==> config.mk <==
export PLATFORM = sky130hd
export DESIGN_NAME = pipe_stall_ctrl_flat
export DESIGN_NICKNAME = d
export VERILOG_FILES = /design/src/rtl/pipe_stall_ctrl_pkg.sv /design/src/rtl/pipe_stall_ctrl_if.sv /design/src/rtl/pipe_stall_ctrl_wait_timer.sv /design/src/rtl/pipe_stall_ctrl.sv /design/src/flat_wrapper.sv
export SDC_FILE = /design/constraint.sdc
export NUM_CORES = 1
export LEC_CHECK = 0
export CELL_PAD_IN_SITES_DETAIL_PLACEMENT = 1
export CELL_PAD_IN_SITES_GLOBAL_PLACEMENT = 2
export CORE_ASPECT_RATIO = 1.25
export CORE_UTILIZATION = 22
export DETAILED_ROUTE_END_ITERATION = 16
export GPL_TIMING_DRIVEN = 0
export PLACE_DENSITY_LB_ADDON = 0.1
export SYNTH_ARGS = -nofsm -noshare
export SYNTH_HDL_FRONTEND = slang
export SYNTH_SLANG_ARGS = --single-unit
==> constraint.sdc <==
create_clock -name clk -period 2.2 [get_ports clk]
set_input_delay 0.22 -clock clk [delete_from_list [all_inputs] [get_ports clk]]
set_output_delay 0.22 -clock clk [all_outputs]
set_load 0.01 [all_outputs]
==> src/rtl/pipe_stall_ctrl_pkg.sv <==
`default_nettype none
// ============================================================================
// Module      : pipe_stall_ctrl_pkg
// Description : Shared stall/flush definitions for the GeMIPS pipeline
//               (the pipe_ctrl_defs set): FSM state encodings, stage bit
//               indices and the per-stage stall vector constants.
// Revision    : 1.0 - initial release
// ============================================================================
package pipe_stall_ctrl_pkg;

  // Wait-tracking FSM states
  typedef enum logic [1:0] {
    ST_IDLE     = 2'd0,
    ST_MEM_WAIT = 2'd1,
    ST_EX_WAIT  = 2'd2
  } state_t;

  // Bit position of each stage register in the stall vector
  typedef enum int unsigned {
    STG_PC  = 0,
    STG_IF  = 1,
    STG_ID  = 2,
    STG_EX  = 3,
    STG_MEM = 4,
    STG_WB  = 5
  } stage_e;

  localparam int unsigned STALL_W = 6;

  // A stall freezes its source stage and everything upstream of it;
  // the first downstream stage left running receives a bubble.
  localparam logic [STALL_W-1:0] STALL_NONE = 6'b000000;
  localparam logic [STALL_W-1:0] STALL_ID   = 6'((1 << STG_PC) | (1 << STG_IF) | (1 << STG_ID));
  localparam logic [STALL_W-1:0] STALL_EX   = STALL_ID | 6'(1 << STG_EX);
  localparam logic [STALL_W-1:0] STALL_MEM  = STALL_EX | 6'(1 << STG_MEM);

endpackage
`default_nettype wire

==> src/rtl/pipe_stall_ctrl_if.sv <==
`default_nettype none
// ============================================================================
// Module      : pipe_stall_ctrl_if
// Description : Request/response bundle between the pipeline stages
//               (master) and the stall/flush scheduler (slave).
// Revision    : 1.0 - initial release
// ============================================================================
interface pipe_stall_ctrl_if;
  import pipe_stall_ctrl_pkg::*;

  logic                id_stall_req;
  logic                ex_stall_req;
  logic                ex_done;
  logic                mem_stall_req;
  logic                mem_done;
  logic                branch_flush;
  logic [STALL_W-1:0]  stall;
  logic                flush_ifid;
  logic                flush_idex;
  logic                busy;
  logic                timeout_err;
  logic [31:0]         stall_cycles;

  // Pipeline side: raises requests, obeys stall/flush
  modport master (
    output id_stall_req, ex_stall_req, ex_done, mem_stall_req, mem_done, branch_flush,
    input  stall, flush_ifid, flush_idex, busy, timeout_err, stall_cycles
  );

  // Scheduler side
  modport slave (
    input  id_stall_req, ex_stall_req, ex_done, mem_stall_req, mem_done, branch_flush,
    output stall, flush_ifid, flush_idex, busy, timeout_err, stall_cycles
  );

endinterface
`default_nettype wire

==> src/rtl/pipe_stall_ctrl_wait_timer.sv <==
`default_nettype none
// ============================================================================
// Module      : pipe_stall_ctrl_wait_timer
// Description : Wait-state cycle counter with synchronous clear, count
//               enable and a terminal-count flag at MEM_TIMEOUT-1.
// Revision    : 1.0 - initial release
// ============================================================================
module pipe_stall_ctrl_wait_timer #(
  parameter int MEM_TIMEOUT = 32,
  parameter int CNT_W       = 6
) (
  input  wire logic             clk,
  input  wire logic             rst,
  input  wire logic             clear,
  input  wire logic             enable,
  output logic [CNT_W-1:0]      cnt,
  output logic                  tc
);

  localparam logic [CNT_W-1:0] TC_VAL = CNT_W'(MEM_TIMEOUT - 1);

  // Clear wins over enable so a fresh state always starts counting at zero
  always_ff @(posedge clk or posedge rst) begin
    if (rst) begin
      cnt <= '0;
    end else if (clear) begin
      cnt <= '0;
    end else if (enable) begin
      cnt <= cnt + 1'b1;
    end
  end

  assign tc = (cnt == TC_VAL);

endmodule
`default_nettype wire

==> src/rtl/pipe_stall_ctrl.sv <==
`default_nettype none
// ============================================================================
// Module      : pipe_stall_ctrl
// Description : Central stall/flush scheduler for the 5-stage GeMIPS
//               pipeline. Arbitrates MEM > EX > ID stall requests, drives
//               the per-stage stall vector and IF/ID, ID/EX flush strobes,
//               and guards long waits with a timeout.
//               Optional macro STALL_PERF_CNT_EN enables the stall_cycles
//               performance counter (tied to zero otherwise).
// Revision    : 1.0 - initial release
// ============================================================================
module pipe_stall_ctrl
  import pipe_stall_ctrl_pkg::*;
#(
  parameter int MEM_TIMEOUT = 32,
  parameter int CNT_W       = 6
) (
  input  wire logic     clk,
  input  wire logic     rst,
  pipe_stall_ctrl_if.slave bus
);

  state_t              state;
  state_t              next_state;
  logic                ex_done_q;
  logic                timeout_err_q;
  logic                busy_q;
  logic [CNT_W-1:0]    cnt;
  logic                tc;
  logic [STALL_W-1:0]  stall_c;
  logic                flush_idex_c;
  logic                timeout_hit;
  logic [STALL_W-1:0]  stall_o;

  // Stall decision and next state; zero-latency from state and requests
  always_comb begin
    next_state   = state;
    stall_c      = STALL_NONE;
    flush_idex_c = 1'b0;
    timeout_hit  = 1'b0;
    unique case (state)
      ST_IDLE: begin
        if (bus.mem_stall_req && !bus.mem_done) begin
          stall_c    = STALL_MEM;
          next_state = ST_MEM_WAIT;
        end else if (bus.ex_stall_req && !bus.ex_done) begin
          stall_c    = STALL_EX;
          next_state = ST_EX_WAIT;
        end else if (bus.id_stall_req) begin
          // One-cycle bubble; the hazard clears once it advances
          stall_c      = STALL_ID;
          flush_idex_c = 1'b1;
        end
      end
      ST_MEM_WAIT: begin
        if (!bus.mem_done) begin
          if (tc) begin
            timeout_hit = 1'b1;
            next_state  = ST_IDLE;
          end else begin
            stall_c = STALL_MEM;
          end
        end else begin
          // Same-cycle release: EX only re-stalls if its done has not already
          // been seen while it was frozen behind MEM
          next_state = ST_IDLE;
          if (bus.ex_stall_req && !bus.ex_done && !ex_done_q) begin
            stall_c    = STALL_EX;
            next_state = ST_EX_WAIT;
          end else if (bus.id_stall_req) begin
            stall_c      = STALL_ID;
            flush_idex_c = 1'b1;
          end
        end
      end
      ST_EX_WAIT: begin
        if (!bus.ex_done) begin
          // ID is already frozen here, so its hazard needs no extra action
          if (tc) begin
            timeout_hit = 1'b1;
            next_state  = ST_IDLE;
          end else begin
            stall_c = STALL_EX;
          end
        end else begin
          next_state = ST_IDLE;
          if (bus.mem_stall_req && !bus.mem_done) begin
            stall_c    = STALL_MEM;
            next_state = ST_MEM_WAIT;
          end else if (bus.id_stall_req) begin
            stall_c      = STALL_ID;
            flush_idex_c = 1'b1;
          end
        end
      end
      default: begin
        next_state = ST_IDLE;
      end
    endcase
  end

  // FSM state, captured EX completion, sticky timeout flag and busy
  always_ff @(posedge clk or posedge rst) begin
    if (rst) begin
      state         <= ST_IDLE;
      ex_done_q     <= 1'b0;
      timeout_err_q <= 1'b0;
      busy_q        <= 1'b0;
    end else begin
      state  <= next_state;
      busy_q <= (next_state != ST_IDLE);
      if (state == ST_MEM_WAIT && next_state != ST_MEM_WAIT) begin
        ex_done_q <= 1'b0;
      end else if (state == ST_MEM_WAIT && bus.ex_done) begin
        ex_done_q <= 1'b1;
      end
      if (timeout_hit) begin
        timeout_err_q <= 1'b1;
      end
    end
  end

  pipe_stall_ctrl_wait_timer #(
    .MEM_TIMEOUT (MEM_TIMEOUT),
    .CNT_W       (CNT_W)
  ) u_wait_timer (
    .clk    (clk),
    .rst    (rst),
    .clear  (next_state != state),
    .enable (state != ST_IDLE),
    .cnt    (cnt),
    .tc     (tc)
  );

  // Outputs are forced quiet while reset is held, even with requests pending
  assign stall_o         = rst ? STALL_NONE : stall_c;
  assign bus.stall       = stall_o;
  assign bus.flush_idex  = !rst && flush_idex_c;
  // A branch flush is deferred while ID is held; the branch re-asserts it
  assign bus.flush_ifid  = !rst && bus.branch_flush && !stall_o[STG_ID];
  assign bus.busy        = busy_q;
  assign bus.timeout_err = timeout_err_q;

`ifdef STALL_PERF_CNT_EN
  logic [31:0] stall_cycles_q;

  // Count every cycle in which the PC is held; wraps naturally
  always_ff @(posedge clk or posedge rst) begin
    if (rst) begin
      stall_cycles_q <= 32'd0;
    end else if (stall_o[STG_PC]) begin
      stall_cycles_q <= stall_cycles_q + 32'd1;
    end
  end

  assign bus.stall_cycles = stall_cycles_q;
`else
  assign bus.stall_cycles = 32'd0;
`endif

endmodule
`default_nettype wire

==> src/flat_wrapper.sv <==
// flat-port wrapper written by rule: the top's interface ports become plain ports
module pipe_stall_ctrl_flat import pipe_stall_ctrl_pkg::*;
#(
  parameter int MEM_TIMEOUT = 32,
  parameter int CNT_W       = 6
)
  (clk, rst, bus_id_stall_req, bus_ex_stall_req, bus_ex_done, bus_mem_stall_req, bus_mem_done, bus_branch_flush, bus_stall, bus_flush_ifid, bus_flush_idex, bus_busy, bus_timeout_err, bus_stall_cycles);
  pipe_stall_ctrl_if bus_i ();
  input  wire logic clk;
  input  wire logic rst;
  input wire logic [$bits(bus_i.id_stall_req)-1:0] bus_id_stall_req;
  input wire logic [$bits(bus_i.ex_stall_req)-1:0] bus_ex_stall_req;
  input wire logic [$bits(bus_i.ex_done)-1:0] bus_ex_done;
  input wire logic [$bits(bus_i.mem_stall_req)-1:0] bus_mem_stall_req;
  input wire logic [$bits(bus_i.mem_done)-1:0] bus_mem_done;
  input wire logic [$bits(bus_i.branch_flush)-1:0] bus_branch_flush;
  output wire logic [$bits(bus_i.stall)-1:0] bus_stall;
  output wire logic [$bits(bus_i.flush_ifid)-1:0] bus_flush_ifid;
  output wire logic [$bits(bus_i.flush_idex)-1:0] bus_flush_idex;
  output wire logic [$bits(bus_i.busy)-1:0] bus_busy;
  output wire logic [$bits(bus_i.timeout_err)-1:0] bus_timeout_err;
  output wire logic [$bits(bus_i.stall_cycles)-1:0] bus_stall_cycles;
  assign bus_i.id_stall_req = bus_id_stall_req;
  assign bus_i.ex_stall_req = bus_ex_stall_req;
  assign bus_i.ex_done = bus_ex_done;
  assign bus_i.mem_stall_req = bus_mem_stall_req;
  assign bus_i.mem_done = bus_mem_done;
  assign bus_i.branch_flush = bus_branch_flush;
  assign bus_stall = bus_i.stall;
  assign bus_flush_ifid = bus_i.flush_ifid;
  assign bus_flush_idex = bus_i.flush_idex;
  assign bus_busy = bus_i.busy;
  assign bus_timeout_err = bus_i.timeout_err;
  assign bus_stall_cycles = bus_i.stall_cycles;
  pipe_stall_ctrl #(.MEM_TIMEOUT(MEM_TIMEOUT), .CNT_W(CNT_W)) u_core (.clk(clk), .rst(rst), .bus(bus_i));
endmodule
==> run metrics, run 1 <==
status=completed; grt met2 use=22.4%; CP peak stage delay=350 ps; static leakage=0.874 nW; fmax=478 MHz; Die Area=5420 um2; vias=1,062; I/O Buffers=15; worst r2r path cells=7; Pwr per Cell Area=847 nW/um2; Top FF cell, synth=dfrtp_1; met1 Track Usage GR=14.8%; Fin. Hold Viols=0; initial antenna violation count=0; ANT nets after route=0; sequential fraction of the synthesis area=24.4%; Critical Path AT=1870 ps; WP buf/inv=2; Post-route DRC=0; Hold Path Origin=bus_ex_done; R2R Path Start=u_core.state[1]; number of global-route vias before repair=1,076; CTS H-tree depth=1; post-route cell area=1700 um2; Netlist Area Pre-Place=1130 um2; final core utilization=35.1%; Worst Clk Skew=5.67 ps; Final min period=2090 ps; site row count=28; CTS Root Cell=clkbuf_8; worst skew pair latency=240 ps; Worst path slowest cell=dfrtp_1; RR Endpoint=u_core.u_wait_timer.cnt[3]; DRT iter0 DRCs=43; Final Max Tran Viols=0; RePlAce Congestion=0.824; dpl hpwl=2360 um; DR vias/cell=4.08; clock tree buffer depth=2; hold endpoint=u_core.ex_done_q; commonest non-fill, non-tap cells in the layout=45 x buf_4, 33 x conb_1, 9 x dfrtp_1; EDFF count, synth=0; Setup CP Type=reg2out; Startpoint Class=flip-flop; busiest grt layer=met2; async set-or-reset flop fraction in the synthesized netlist=100%; Finish-stage setup viols=0; max-cap viol count=0; Initial Util=23.3%; Routed WL per cell=12.0 um; total CTS buffers=3; TritonCTS clock tree=built; Avg Cell Area, Syn=8.06 um2; largest net degree at the start of global routing=14; Die W=66.1 um; Required @ worst endpoint=1980 ps; synth warn=0; Fillers=601; clock slew at reported path FFs=50 ps; layout cells sized above 1=39.5%; Final Non-Filler Cells=260; Crit Path Max Fanout=3; Pre-antenna DRT Iters=4; setup slack, reg-to-reg=220 ps; CTS sink cnt=11; CP top delay family=compound AO/OA/AOI/OAI gates; hold depth=3; Area Overhead vs Synth=50.3%; Period Utilization, post-route=95.2%; Post-Route Setup TNS=0 ps; I/O Pins=50; final layout net count=214; commonest non-fill, non-tap cell in the layout=buf_4; global-route wire length before repair=5190 um; Antenna diodes=0; Die H=82.1 um; Critical Path End Type=output port; drt total wl=3130 um; RSZ-0062 raised after global routing=true; # hold bufs at CTS=0; Inst Count DP=247; GR Layer Usage met3=1.53%; Cell variety after synth=38; Hold Path Class=in2reg; Cells after Synth=140; dpl cell area=1470 um2; Peak VDD IR=0.307 mV; worst path cell trace=ha_2 -> nand4_1 -> o21ai_2 -> nand3_4 -> a31oi_4 -> a21boi_2 -> buf_4 -> buf_6; GRT Util Overall=12.6%; grt total ovfl=0; Yosys reg bits=11; core box area=4830 um2
## worst max-delay path by stage
stage	start	end	cells after the start
3_3_place_gp	u_core.state[1]	bus_stall[1]	9
2_1_floorplan	u_core.state[1]	bus_stall[1]	8
6_report	u_core.u_wait_timer.cnt[1]	bus_stall[1]	8
3_5_place_dp	u_core.state[1]	bus_stall[1]	7
5_1_grt	u_core.state[1]	bus_flush_idex	8
4_1_cts	u_core.u_wait_timer.cnt[0]	bus_stall[1]	9
## registers in the layout (all words and copies together), names as in the netlist
| name | flops |
|---|---|
| u_core.ex_done_q | 1 |
| u_core.state | 2 |
| u_core.bus.timeout_err | 1 |
| u_core.bus.busy | 1 |
| u_core.u_wait_timer.cnt | 6 |
## per-stage QoR
stage	power, mW	hold WS (ps)	setup WS, ps
floorplan	0.789	85.7	51.4
global placement	1.01	479	-558
detailed placement	1.02	470	-590
CTS	1.41	345	-159
global route	1.57	401	-14.6
finish	1.44	344	106
## cells in the mapped netlist, drive strengths merged (2+ instances only)
cell | count | area (um2)
a31oi | 3 | 18.8
o211ai | 2 | 15.0
nor3 | 8 | 40.0
xor2 | 3 | 26.3
dfrtp | 11 | 275
a21oi | 8 | 40.0
o21ai | 8 | 43.8
nand3 | 6 | 35.0
a21boi | 2 | 15.0
nand2 | 7 | 26.3
a21o | 2 | 15.0
nor2b | 4 | 25.0
nand2b | 3 | 26.3
inv | 6 | 22.5
nor2 | 8 | 30.0
buf | 37 | 278
or3 | 2 | 17.5
xnor2 | 2 | 17.5
ha | 5 | 62.6
## tightest hold or removal path: cells and delay by family
family	cells	cell delay (ps)
AOI/OAI and AO/OA	2	200
buffers and inverters	1	120
## metal layers
layer	share of wire [%]	wire, um
met1	41	1290
met2	53	1660
met3	3.4	107
met4	2.6	82
met5	0	0
## where the power goes
part	leakage (nW)	switching, mW	internal, mW	total (mW)
logic	0.708	0.479	0.442	0.922
clock network	0.0228	0.0781	0.127	0.205
registers	0.143	0.0501	0.259	0.309
## cell families (layout without fill, tap and decap cells)
group,after synthesis,after routing,share of synthesized area [%]
compound gates,31,31,17.8
xor+xnor,5,5,3.88
fa+ha+maj,5,5,5.54
buf+inv,44,72,26.9
flops,11,11,24.4
mux,1,1,0.887
other cells,1,33,0.332
simple gates,42,42,20.2
## cell type report
class	instances	area (um2)	share of cell area, %
plain buffers	36	278	16.4
clock buffers	4	45.0	2.65
inverters	6	22.5	1.33
multi-input cells	117	777	45.8
flip-flops and latches	11	278	16.4
well taps	60	75.1	4.42
repair buffers	26	221	13.1
## what timing repair did
item / 4_1_cts / 5_1_grt
pin swaps: 5 / 6
hold endpoints to repair: 0 / 0
resized for setup: 38 / 18
setup endpoints to repair: 7 / 7
setup buffers: 10 / 1
(Power assumes the default switching activity.)
==> run 2, diff against run 1 <==
PLACE_DENSITY = 0.81   (was default)
PLACE_DENSITY_LB_ADDON = default   (was 0.1)
SETUP_SLACK_MARGIN = 0.2   (was default)
==> run metrics, run 2 (synthesized netlist as in run 1, its figures left out) <==
CTS Root Cell=clkbuf_8; I/O Pins=50 (unchanged); clock slew at reported path FFs=50 ps (about the same); Fin. Hold Viols=0 (unchanged); grt total ovfl=0 (unchanged); net switching power=0.615 mW (+1.2%); DRT iter0 DRCs=15 (-65%); site row count=28 (unchanged); Die W=66.1 um (unchanged); Critical Path End Type=output port; Area Overhead vs Synth=54.0%; worst skew pair latency=240 ps (about the same); Inst Count DP=247 (unchanged); Sw Ratio=41.4% (-0.89 points); static leakage=0.884 nW (+1.1%); RSZ-0062 raised after global routing=true; worst path cell trace=inv_2 -> ha_4 -> nand2_2 -> or3_4 -> nand3_4 -> a31oi_4 -> buf_4 -> a41o_1 -> buf_2; commonest non-fill, non-tap cells in the layout=47 x buf_4, 33 x conb_1, 9 x dfrtp_1; Critical Path AT=1940 ps (+70 ps); Pre-antenna DRT Iters=2 (-2); ANT nets after route=0 (unchanged); dpl hpwl=2160 um (-8.8%); Largest regs=u_core.u_wait_timer.cnt: 6 flops, u_core.state: 2 flops; Hold Path Class=in2reg; layout cells sized above 1=41.7% (+2.2 points); CP top delay family=simple AND/OR/NAND/NOR gates; DR vias/cell=4.17 (+2.1%); final layout net count=218 (+1.9%); dpl ws=-400 ps (+190 ps); GRT Util Overall=12.1% (-0.47 points); Die Area=5420 um2 (unchanged); post-route cell area=1740 um2 (+2.4%); global-route wire length before repair=4990 um (-3.9%); CP peak stage delay=420 ps (+70 ps); Routed WL per cell=11.4 um (-5.5%); Period Utilization, post-route=98.0% (+2.8 points); top sig layer=met4; vias=1,101 (+3.7%); Worst Clk Skew=5.00 ps (-0.662 ps); Initial Util=23.3% (unchanged); Finish-stage setup viols=0 (unchanged); drt total wl=3010 um (-4.1%); Final Max Tran Viols=0 (unchanged); commonest non-fill, non-tap cell in the layout=buf_4; TritonCTS clock tree=built; P_int=0.870 mW (+5.0%); I/O Buffers=15 (unchanged); met2 routed WL=1690 um (+1.8%); clock group share of total power=13.8% (-0.5 points); met1 wire length=1130 um (-12%); max-cap viol count=0 (unchanged); Final min period=2160 ps (+62.4 ps); Peak VDD IR=0.273 mV (-11%); RePlAce Congestion=0.797 (-3.2%); largest net degree at the start of global routing=14 (unchanged); Required @ worst endpoint=1980 ps (about the same); WL met3=155 um (+45%); status=completed; Post-route DRC=0 (unchanged); initial antenna violation count=0 (unchanged); Final Non-Filler Cells=264 (+1.5%); Final WS setup=43.5 ps (-62.4 ps); clock tree buffer depth=2 (unchanged); total CTS buffers=3 (unchanged); CTS H-tree depth=1 (unchanged); Largest Register=u_core.u_wait_timer.cnt; Crit Path Max Fanout=3 (unchanged); setup slack, reg-to-reg=380 ps (+160 ps); Worst path slowest cell=dfrtp_2; fmax=464 MHz (-2.9%); Hold WS=336 ps (-8.34 ps); number of global-route vias before repair=1,062 (-1.3%); Seq pwr share=21.2% (-0.3 points); dpl cell area=1480 um2 (+0.26%); Pwr per Cell Area=854 nW/um2 (+0.91%); Die H=82.1 um (unchanged); max reg flops=6 (unchanged); Antenna diodes=0 (unchanged); CTS sink cnt=11 (unchanged); core box area=4830 um2 (unchanged); Startpoint Class=flip-flop; Comb power frac=65.0% (+0.8 points); # hold bufs at CTS=0 (unchanged); Setup CP Type=reg2out; WP buf/inv=3 (+1)
==> run 2: worst reg2reg max path, stage by stage, from the launching register on <==
cell	delay, ps
dfrtp_2	480
ha_4	200
nor2b_2	170
a21oi_1	290
a21oi_1	160
o21ai_2	300
nor3_1	110
==> run 2: metal layers <==
layer | GRT usage [%] | vias up
met5 | 0 | -
met4 | 4.26 | 0
met3 | 1.39 | 4
met2 | 24.8 | 37
met1 | 12.3 | 518
li1 | - | 542
==> run 2: path summary, 6_finish.rpt <==
kind / from / endpoint / cells past startpoint
worst max register to register: u_core.state[0] / u_core.u_wait_timer.cnt[1] / 6
worst min-delay path: bus_ex_done / u_core.ex_done_q / 3
min in group asynchronous: rst / u_core.ex_done_q / 2
worst max-delay path: u_core.state[1] / bus_flush_ifid / 9
max in group asynchronous: rst / u_core.state[1] / 2
worst min register to register: u_core.bus.timeout_err / u_core.bus.timeout_err / 1
==> run 2: area by class of cell <==
class | instances | area, um2
Buffer | 38 | 300
Tap cell | 60 | 75.1
Clock buffer | 4 | 45.0
Timing Repair Buffer | 28 | 234
Multi-Input combinational cell | 117 | 781
Fill cell | 594 | 3100
Sequential cell | 11 | 278
Inverter | 6 | 25.0
==> run 2: power groups by stage <==
stage | combinational (mW) | clock, mW | sequential [mW]
2_1_floorplan | 0.488 | 0 | 0.307
3_3_place_gp | 0.697 | 0 | 0.321
3_5_place_dp | 0.699 | 0 | 0.320
4_1_cts | 0.906 | 0.212 | 0.314
5_1_grt | 1.07 | 0.218 | 0.324
6_report | 0.965 | 0.205 | 0.315
==> run 2: through the flow <==
stage          power (mW)  TNS [ps]  util, %
6_report             1.48         0     35.9
5_1_grt              1.62      -139     35.9
4_1_cts              1.43         0     35.5
3_5_place_dp         1.02     -2010     30.6
3_3_place_gp         1.02     -2030     30.6
2_1_floorplan       0.796         0        -
==> run 2: timing repair <==
action,4_1_cts,5_1_grt
endpoints found under the setup margin,15,7
pin swaps,9,5
buffers inserted,11,2
resized for setup,60,4
==> run 3, diff against run 2 <==
CORE_UTILIZATION = 23   (was 22)
PLACE_DENSITY = 0.83   (was 0.81)
SYNTH_HIERARCHICAL = 1   (was default)
==> run metrics, run 3 <==
largest family of logic cells by synthesized area=buffers and inverters; top cell type's share of synthesized area=24.4% (+0.054 points); dpl cell area=1480 um2 (+0.25%); worst r2r path cells=10 (+4); Antenna diodes=0 (unchanged); Synth Area in Compound Gates=19.4% (+1.6 points); drt total wl=2780 um (-7.4%); Worst Clk Skew=1.33 ps (-3.68 ps); adder-cell area share of the yosys netlist=5.56% (+0.012 points); sequential fraction of the synthesis area=24.4% (+0.054 points); I/O Buffers=16 (+1); Die H=80.2 um (-2.2%); Fin. Hold Viols=0 (unchanged); Peak VDD IR=0.290 mV (+6.3%); worst path cell trace=ha_4 -> nand2_4 -> nor3_4 -> buf_6 -> buf_4 -> or3_4 -> o211a_4 -> a2bb2oi_4 -> o221ai_4 -> nor2_1; Final Max Tran Viols=0 (unchanged); DR vias/cell=3.98 (-4.6%); number of global-route vias before repair=1,020 (-4.0%); ANT nets after route=0 (unchanged); status=completed; CTS sink cnt=11 (unchanged); Final min period=2130 ps (-27.9 ps); Cells after Synth=132 (-5.7%); max-cap viol count=0 (unchanged); Startpoint Class=flip-flop; Comb power frac=68.0% (+3.0 points); final core utilization=37.3% (+1.3 points); top-count cell post-synth=buf_4; critical path endpoint=u_core/u_wait_timer/cnt[4]; fmax=470 MHz (+1.3%); CTS H-tree depth=1 (unchanged); layout cells sized above 1=47.9% (+6.3 points); Pre-antenna DRT Iters=4 (+2); site row count=28 (unchanged); Period Utilization, post-route=96.8% (-1.3 points); P_int=0.939 mW (+8.0%); core box area=4730 um2 (-2.2%); Crit Path Max Fanout=6 (+3); final layout net count=208 (-4.6%); commonest non-fill, non-tap cell in the layout=buf_4; Fillers=579 (-2.5%); vias=1,011 (-8.2%); Yosys reg bits=11 (unchanged); worst skew pair latency=240 ps (about the same); Hold Path Class=in2async; dpl hpwl=2110 um (-2.2%); max reg flops=6 (unchanged); post-route cell area=1760 um2 (+1.4%); RSZ-0062 raised after global routing=true; Routed WL per cell=11.0 um (-3.8%); post-synth top area cell=dfrtp_1; RR Endpoint=u_core/u_wait_timer/cnt[4]; DRT iter0 DRCs=34 (+19); commonest non-fill, non-tap cells in the layout=44 x buf_4, 33 x conb_1, 9 x dfrtp_1; Largest Register=u_core/u_wait_timer/cnt; TritonCTS clock tree=built; Setup crit start=u_core/u_wait_timer/cnt[1]; Seq pwr share=19.1% (-2.1 points); commonest cells in the netlist=35 x buf_4, 11 x dfrtp_1, 10 x nor2_1, 7 x a21oi_1, 7 x inv_1; Hold WS=350 ps (+14.6 ps); I/O Pins=50 (unchanged); dpl ws=-484 ps (-84.6 ps); Cell variety after synth=43 (+13%); RePlAce Congestion=0.727 (-8.8%); R2R Path Start=u_core/u_wait_timer/cnt[1]; net switching power=0.680 mW (+11%); Area Overhead vs Synth=56.6%; CTS Root Cell=clkbuf_8; post-synthesis mux area share=0.889% (+0.0020 points); largest cells by area after synthesis=dfrtp_1 24%, buf_4 23%, ha_1 5.6%; Post-Route Setup TNS=0 ps (unchanged); Die Area=5180 um2 (-4.4%); setup slack, reg-to-reg=70 ps (-310 ps); CP peak stage delay=410 ps (about the same); Critical Path AT=2240 ps (+300 ps); Worst path slowest cell=dfrtp_1; Largest regs=u_core/u_wait_timer/cnt: 6 flops, u_core/state: 2 flops; clock group share of total power=12.9% (-0.9 points); CP top delay family=compound AO/OA/AOI/OAI gates; Required @ worst endpoint=2320 ps (+340 ps); async set-or-reset flop fraction in the synthesized netlist=100% (unchanged); clock slew at reported path FFs=50 ps (about the same); synth warn=6 (+6); global-route wire length before repair=4660 um (-6.5%); initial antenna violation count=0 (unchanged); Final WS setup=71.4 ps (+27.9 ps); EDFF count, synth=0 (unchanged); Initial Util=23.8% (+0.47 points); WP buf/inv=2 (-1); Synth Area in Simple Gates=18.7% (-1.5 points); static leakage=0.888 nW (+0.45%); Sw Ratio=42.0% (+0.57 points); Critical Path End Type=flip-flop; Setup CP Type=reg2reg; area share of xor/xnor cells in the synthesized design=3.11% (-0.77 points); Top FF cell, synth=dfrtp_1; Pwr per Cell Area=918 nW/um2 (+7.5%); Crit path depth=10 (+1); Netlist Area Pre-Place=1130 um2 (-0.22%); GRT Util Overall=11.4% (-0.68 points); grt total ovfl=0 (unchanged); clock tree buffer depth=2 (unchanged); Post-route DRC=0 (unchanged); Avg Cell Area, Syn=8.53 um2 (+5.8%); largest net degree at the start of global routing=11 (-3); Finish-stage setup viols=0 (unchanged); total CTS buffers=3 (unchanged); Die W=64.6 um (-2.2%)
-- run 3: through the flow --
stage               power, mW  instances
global placement         1.10        240
global route             1.76        254
CTS                      1.48        249
floorplan               0.875        164
detailed placement       1.11        240
finish                   1.62        254
-- run 3: power by group through the flow --
stage / registers (mW) / clock network [mW] / logic [mW]
5_1_grt: 0.316 / 0.220 / 1.22
4_1_cts: 0.298 / 0.213 / 0.970
3_3_place_gp: 0.306 / 0 / 0.795
6_report: 0.309 / 0.209 / 1.10
2_1_floorplan: 0.299 / 0 / 0.576
3_5_place_dp: 0.308 / 0 / 0.806
-- run 3: worst min-delay path by stage --
stage	from	endpoint	slack, ps	cells after the start
after global placement	u_core/bus.timeout_err	u_core/bus.timeout_err	480	1
after detailed placement	u_core/bus.timeout_err	u_core/bus.timeout_err	480	1
after global routing	rst	u_core/bus.busy	410	2
after floorplan	rst	u_core/bus.busy	7	1
after CTS	rst	u_core/u_wait_timer/cnt[4]	360	2
final	rst	u_core/u_wait_timer/cnt[4]	350	2
-- run 3: cells by family (layout without fill, tap and decap cells) --
logic type	Yosys count	count (layout)
other	1	33
AO/OA/AOI/OAI	29	29
AND/OR/NAND/NOR	36	36
flip-flops	11	11
XOR/XNOR	4	4
buffers and inverters	45	75
adder cells (fa/ha/maj)	5	5
multiplexers	1	1
-- run 3: cell type report --
| type | count | area, um2 | area share (%) |
|---|---|---|---|
| Sequential cell | 11 | 278 | 15.8 |
| Tap cell | 60 | 75.1 | 4.26 |
| Timing Repair Buffer | 26 | 225 | 12.8 |
| Clock buffer | 4 | 45.0 | 2.56 |
| Multi-Input combinational cell | 108 | 817 | 46.3 |
| Buffer | 38 | 293 | 16.6 |
| Inverter | 7 | 30.0 | 1.70 |
-- run 3: metal layers --
metal  track usage (%)  share of wire [%]  vias up
met5                 0                  0        -
met3              1.70                3.6        2
met4              4.67               0.68        0
li1                  -                  -      508
met2              21.3                 55       25
met1              12.8                 41      476
-- run 3: timing repair --
action                                  CTS  global route
setup buffers                             5             5
endpoints found under the setup margin   13            13
gates resized for setup                  50            17
hold endpoints to repair                  0             0
hold buffers                              0             0
pin swaps                                17            11
